### src/rtl/p2s_serializer.sv
// p2s_serializer: parallel-to-serial shifter for 74HC595-style LED chains.
// Define P2S_LATCH_PULSE_EN to add the sr_latch strobe (LATCH state).
module p2s_serializer #(
    parameter int DATA_W    = 16,
    parameter int CLK_DIV   = 2,
    parameter bit LSB_FIRST = 1'b0
) (
    input  logic              clk,
    input  logic              rst_n,
    input  logic              start,
    input  logic [DATA_W-1:0] par_in,
    output logic              ser_out,
    output logic              sclk,
    output logic              sr_latch,
    output logic              busy,
    output logic              done
);

    localparam int DIV_W = $clog2(CLK_DIV) + 1;
    localparam int BC_W  = $clog2(DATA_W) + 1;
    localparam logic [DIV_W-1:0] DIV_LAST = DIV_W'(CLK_DIV - 1);

`ifdef P2S_LATCH_PULSE_EN
    typedef enum logic [1:0] {IDLE, SHIFT, LATCH} state_t;
`else
    typedef enum logic [1:0] {IDLE, SHIFT} state_t;
`endif

    state_t            state_q, state_d;
    logic [DATA_W-1:0] sh_q, sh_d, sh_nxt;
    logic [DIV_W-1:0]  div_q, div_d;
    logic [BC_W-1:0]   bit_q, bit_d;
    logic              ser_q, ser_d;
    logic              sclk_q, sclk_d;
    logic              busy_q, busy_d;
    logic              done_q, done_d;
`ifdef P2S_LATCH_PULSE_EN
    logic              lat_q, lat_d;
`endif

    function automatic logic head(input logic [DATA_W-1:0] w);
        return LSB_FIRST ? w[0] : w[DATA_W-1];
    endfunction

    assign sh_nxt = LSB_FIRST ? (sh_q >> 1) : (sh_q << 1);

    always_comb begin
        state_d = state_q;
        sh_d    = sh_q;
        div_d   = div_q;
        bit_d   = bit_q;
        ser_d   = ser_q;
        sclk_d  = sclk_q;
        busy_d  = busy_q;
        done_d  = 1'b0;
`ifdef P2S_LATCH_PULSE_EN
        lat_d   = lat_q;
`endif
        unique case (state_q)
            IDLE: begin
                ser_d  = 1'b0;
                sclk_d = 1'b0;
                busy_d = 1'b0;
                if (start) begin
                    state_d = SHIFT;
                    sh_d    = par_in;
                    bit_d   = BC_W'(DATA_W);
                    div_d   = '0;
                    busy_d  = 1'b1;
                    ser_d   = head(par_in);
                end
            end
            SHIFT: begin
                if (div_q != DIV_LAST) begin
                    div_d = div_q + DIV_W'(1);
                end else if (!sclk_q) begin
                    div_d  = '0;
                    sclk_d = 1'b1;
                end else begin
                    // end of high phase: advance to the next bit
                    div_d  = '0;
                    sclk_d = 1'b0;
                    sh_d   = sh_nxt;
                    bit_d  = bit_q - BC_W'(1);
                    if (bit_q == BC_W'(1)) begin
                        ser_d = 1'b0;
`ifdef P2S_LATCH_PULSE_EN
                        state_d = LATCH;
                        lat_d   = 1'b1;
`else
                        state_d = IDLE;
                        busy_d  = 1'b0;
                        done_d  = 1'b1;
`endif
                    end else begin
                        ser_d = head(sh_nxt);
                    end
                end
            end
`ifdef P2S_LATCH_PULSE_EN
            LATCH: begin
                if (div_q != DIV_LAST) begin
                    div_d = div_q + DIV_W'(1);
                end else begin
                    div_d   = '0;
                    lat_d   = 1'b0;
                    busy_d  = 1'b0;
                    done_d  = 1'b1;
                    state_d = IDLE;
                end
            end
`endif
            default: state_d = IDLE;
        endcase
    end

    always_ff @(posedge clk or negedge rst_n) begin
        if (!rst_n) begin
            state_q <= IDLE;
            sh_q    <= '0;
            div_q   <= '0;
            bit_q   <= '0;
            ser_q   <= 1'b0;
            sclk_q  <= 1'b0;
            busy_q  <= 1'b0;
            done_q  <= 1'b0;
`ifdef P2S_LATCH_PULSE_EN
            lat_q   <= 1'b0;
`endif
        end else begin
            state_q <= state_d;
            sh_q    <= sh_d;
            div_q   <= div_d;
            bit_q   <= bit_d;
            ser_q   <= ser_d;
            sclk_q  <= sclk_d;
            busy_q  <= busy_d;
            done_q  <= done_d;
`ifdef P2S_LATCH_PULSE_EN
            lat_q   <= lat_d;
`endif
        end
    end

    assign ser_out = ser_q;
    assign sclk    = sclk_q;
    assign busy    = busy_q;
    assign done    = done_q;
`ifdef P2S_LATCH_PULSE_EN
    assign sr_latch = lat_q;
`else
    assign sr_latch = 1'b0;
`endif

endmodule

### config.mk
export PLATFORM = sky130hd
export DESIGN_NAME = p2s_serializer
export DESIGN_NICKNAME = d
export VERILOG_FILES = /design/src/rtl/p2s_serializer.sv
export SDC_FILE = /design/constraint.sdc
export NUM_CORES = 1
export LEC_CHECK = 0
export BUFFER_PORTS_ARGS = -buffer_cell sky130_fd_sc_hd__buf_2
export CAP_MARGIN = 20
export CORE_MARGIN = 8
export CORE_UTILIZATION = 46
export DETAILED_ROUTE_END_ITERATION = 12
export PLACE_DENSITY = 0.67
export SLEW_MARGIN = 30
export SYNTH_ARGS = -nofsm -noshare
export SYNTH_HDL_FRONTEND = slang
export SYNTH_SLANG_ARGS = --single-unit
### constraint.sdc
create_clock -name clk -period 2 [get_ports clk]
set_input_delay 0.3 -clock clk [delete_from_list [all_inputs] [get_ports clk]]
set_output_delay 0.3 -clock clk [all_outputs]
set_load 0.05 [all_outputs]
==> flow_summary.yaml <==
sta:
  fmax_mhz: 583
  slew_headroom_pct: 60.2
  grt_setup_unrepaired: "false"
  tightest_slew_ps: 597
  finClkSkew_ps: 8.64
  fin_crit_sh_pct: 85.7
  tns_ps: 0
  slew_violations: 0
  hold-worst-slack_ps: 217
  hold_viol_final: 0
  setup_viol: 0
  layout_min_cycle_time_ps: 1710
clock_network:
  h-tree-depth: 1
  numClockSinks: 27
  root_buffer: "clkbuf_4"
  cts_tree: "built"
  clkTransAtPathRegs_ps: 150
  clockBufferDepth: 2
  insertion_delay_ps: 320
  cts_buffers: 3
global_routing:
  grt_pass1_wl_mm: 4.51
  antenna_found_initial: 0
  grt_max_degree: 28
  grt_use_total_pct: 12.2
  grt-ovfl-total: 0
  grt_pass1_vias: 1009
synthesis:
  synthCells: 121
  syn_area_mm2: 0.00128
  ys_seq_elements: 27
  async_flop_share_pct: 100
  syn_avg_cell_area_um2: 10.6
  yosysTopAreaCell: "dfrtp_1"
  synthTopCellsByCount: "dfrtp_1 (27), o21ai_0 (20), mux2i_1 (16), nand3_1 (16), clkbuf_1 (6)"
  yosysMostFrequentCell: "dfrtp_1"
  synth.yosys.seq_area_share_pct: 52.8
  synth-edff-count: 0
  synth_ff_type: "dfrtp_1"
  yosysTopAreaCellShare_pct: 52.8
  syn_nets: 142
  ys_types: 28
  ys_warn_count: 0
  netlist_top_cells_area: "dfrtp_1 (53%), mux2i_1 (13%), o21ai_0 (7.8%)"
die:
  io_pins: 24
  initial_core_util_pct: 47.2
  dieHeight_um: 68.7
  dieArea_mm2: 0.00472
  num_rows: 19
  fp.dieW_um: 68.7
  core_mm2: 0.00271
critical_path:
  cp.required_ps: 2230
  r2r_start: "bit_q[1]$_DFFE_PN0P_"
  cp.arrival_ps: 1950
  timing.critical_path.slowest_stage_cell: "or4b_4"
  critical_path_class: "reg2reg"
  path_cells: "inv_1 -> ha_1 -> or4b_4 -> a32o_1 -> mux2_4"
  critical-path-max-stage-delay_ps: 470
  r2r_cells: 5
  setup.worst_path.start: "bit_q[1]$_DFFE_PN0P_"
  start_kind: "register"
  cp-end-kind: "register"
  crit_fanout: 3
layout:
  drive_gt1_share_pct: 22.9
  nNetsFinal: 166
  area_growth_pct: 14.3
  design_area_mm2: 0.00146
  antenna_cells: 0
  num-fill-cells: 268
detailed_routing:
  via_count: 943
  wl_per_cell_um: 15.3
  viasPerCell: 5.39
  wl_mm: 2.69
  detail-route-antenna-nets: 0
  dr.first_iter.drc_count: 25
  drc: 0
  firstDrtPassIters: 4
place:
  dpl.hpwl_mm: 1.99
  placed_area_mm2: 0.00143
  gp_congestion: 0.743
  io_buffers: 22
power_and_ir_drop:
  leakagePower_nw: 0.790
  power_density_mw_per_mm2: 576
  peakVddDrop_mv: 0.637
outcome:
  run_status: "finished, final reports clean"
job:
  max-cap-violations: 0
hold_path:
  hold_depth: 2
  hold_class: "in2reg"
  holdCritStartpoint: "par_in[0]"
==> placed cells by master (no fill, tap or decap), drive strengths merged, types with 2 or more instances in the layout <==
cell | netlist | layout
nand2b | 3 | 3
ha | 2 | 2
or3 | 2 | 2
a21oi | 2 | 2
buf | 3 | 27
nand3 | 16 | 16
nand2 | 5 | 5
nor2 | 3 | 3
clkbuf | 6 | 4
inv | 3 | 3
o21ai | 20 | 20
dfrtp | 27 | 27
mux2i | 16 | 16
==> path summary, 6_finish.rpt <==
check / slack (ps) / to
min in group asynchronous: 490 / state_q[0]$_DFFE_PN0P_
setup reg to reg: 290 / ser_out$_DFFE_PN0P_
setup / recovery: 290 / ser_out$_DFFE_PN0P_
hold reg to reg: 540 / sh_q[11]$_DFFE_PN0P_
max in group asynchronous: 1110 / sh_q[5]$_DFFE_PN0P_
hold / removal: 220 / sh_q[0]$_DFFE_PN0P_
==> worst max-delay path, delay by kind of cell (launching register included) <==
family,cells,cell delay [ps]
AOI/OAI and AO/OA,1,270
and+or+nand+nor,1,470
buffers and inverters,1,90
DFF,1,420
adders and majority gates,1,130
muxes,1,250
==> report_power, final <==
part | switching (mW) | internal [mW] | leakage (nW)
Sequential | 0.00424 | 0.552 | 0.343
Combinational | 0.0281 | 0.0210 | 0.431
Clock | 0.158 | 0.0781 | 0.0150
Total | 0.191 | 0.651 | 0.790
==> cells by family after synthesis <==
logic type                 after synthesis  share of synthesized area (%)
DFF                                     27                           52.8
adders and majority gates                2                           1.96
xor gates and xnor gates                 1                          0.685
other                                    1                          0.293
buffers and inverters                   12                           4.01
AOI/OAI and AO/OA                       25                           10.6
and+or+nand+nor                         36                           16.0
muxes                                   17                           13.7
==> layout make-up <==
| type | count | area [µm²] | share of cell area, % |
|---|---|---|---|
| clock buffers | 4 | 26.3 | 1.80 |
| inverters | 3 | 11.3 | 0.771 |
| multi-input cells | 82 | 552 | 37.8 |
| flip-flops and latches | 27 | 676 | 46.2 |
| well taps | 31 | 38.8 | 2.65 |
| repair buffers | 28 | 158 | 10.8 |
==> registers in the layout, summed over array words and instances (netlist names) <==
signal   cells
busy         1
sh_q        15
sclk         1
state_q      1
bit_q        5
ser_out      1
done         1
div_q        2
==> metal layers <==
metal | up-vias | wire length, µm | global-route usage [%]
li1 | 474 | - | -
met1 | 453 | 1280 | 15.4
met2 | 14 | 1290 | 19.9
met3 | 2 | 98 | 4.20
met4 | 0 | 20 | 2.51
met5 | - | 0 | 0
==> through the flow <==
step                util [%]  setup slack (ps)  power (mW)  std cells
detailed placement      52.6               298       0.615        170
global placement        52.6               338       0.614        170
global route            53.9               239       0.874        175
CTS                     53.9               281       0.853        175
floorplan                  -               367       0.584        121
finish                  53.9               286       0.842        175
==> what timing repair did <==
action	CTS	global route
hold buffers	1	0
buffers inserted	0	0
gates resized for setup	0	0
endpoints found under the hold margin	27	0
setup endpoints to repair	0	0
Note: power is estimated with default switching activity, not from simulation.
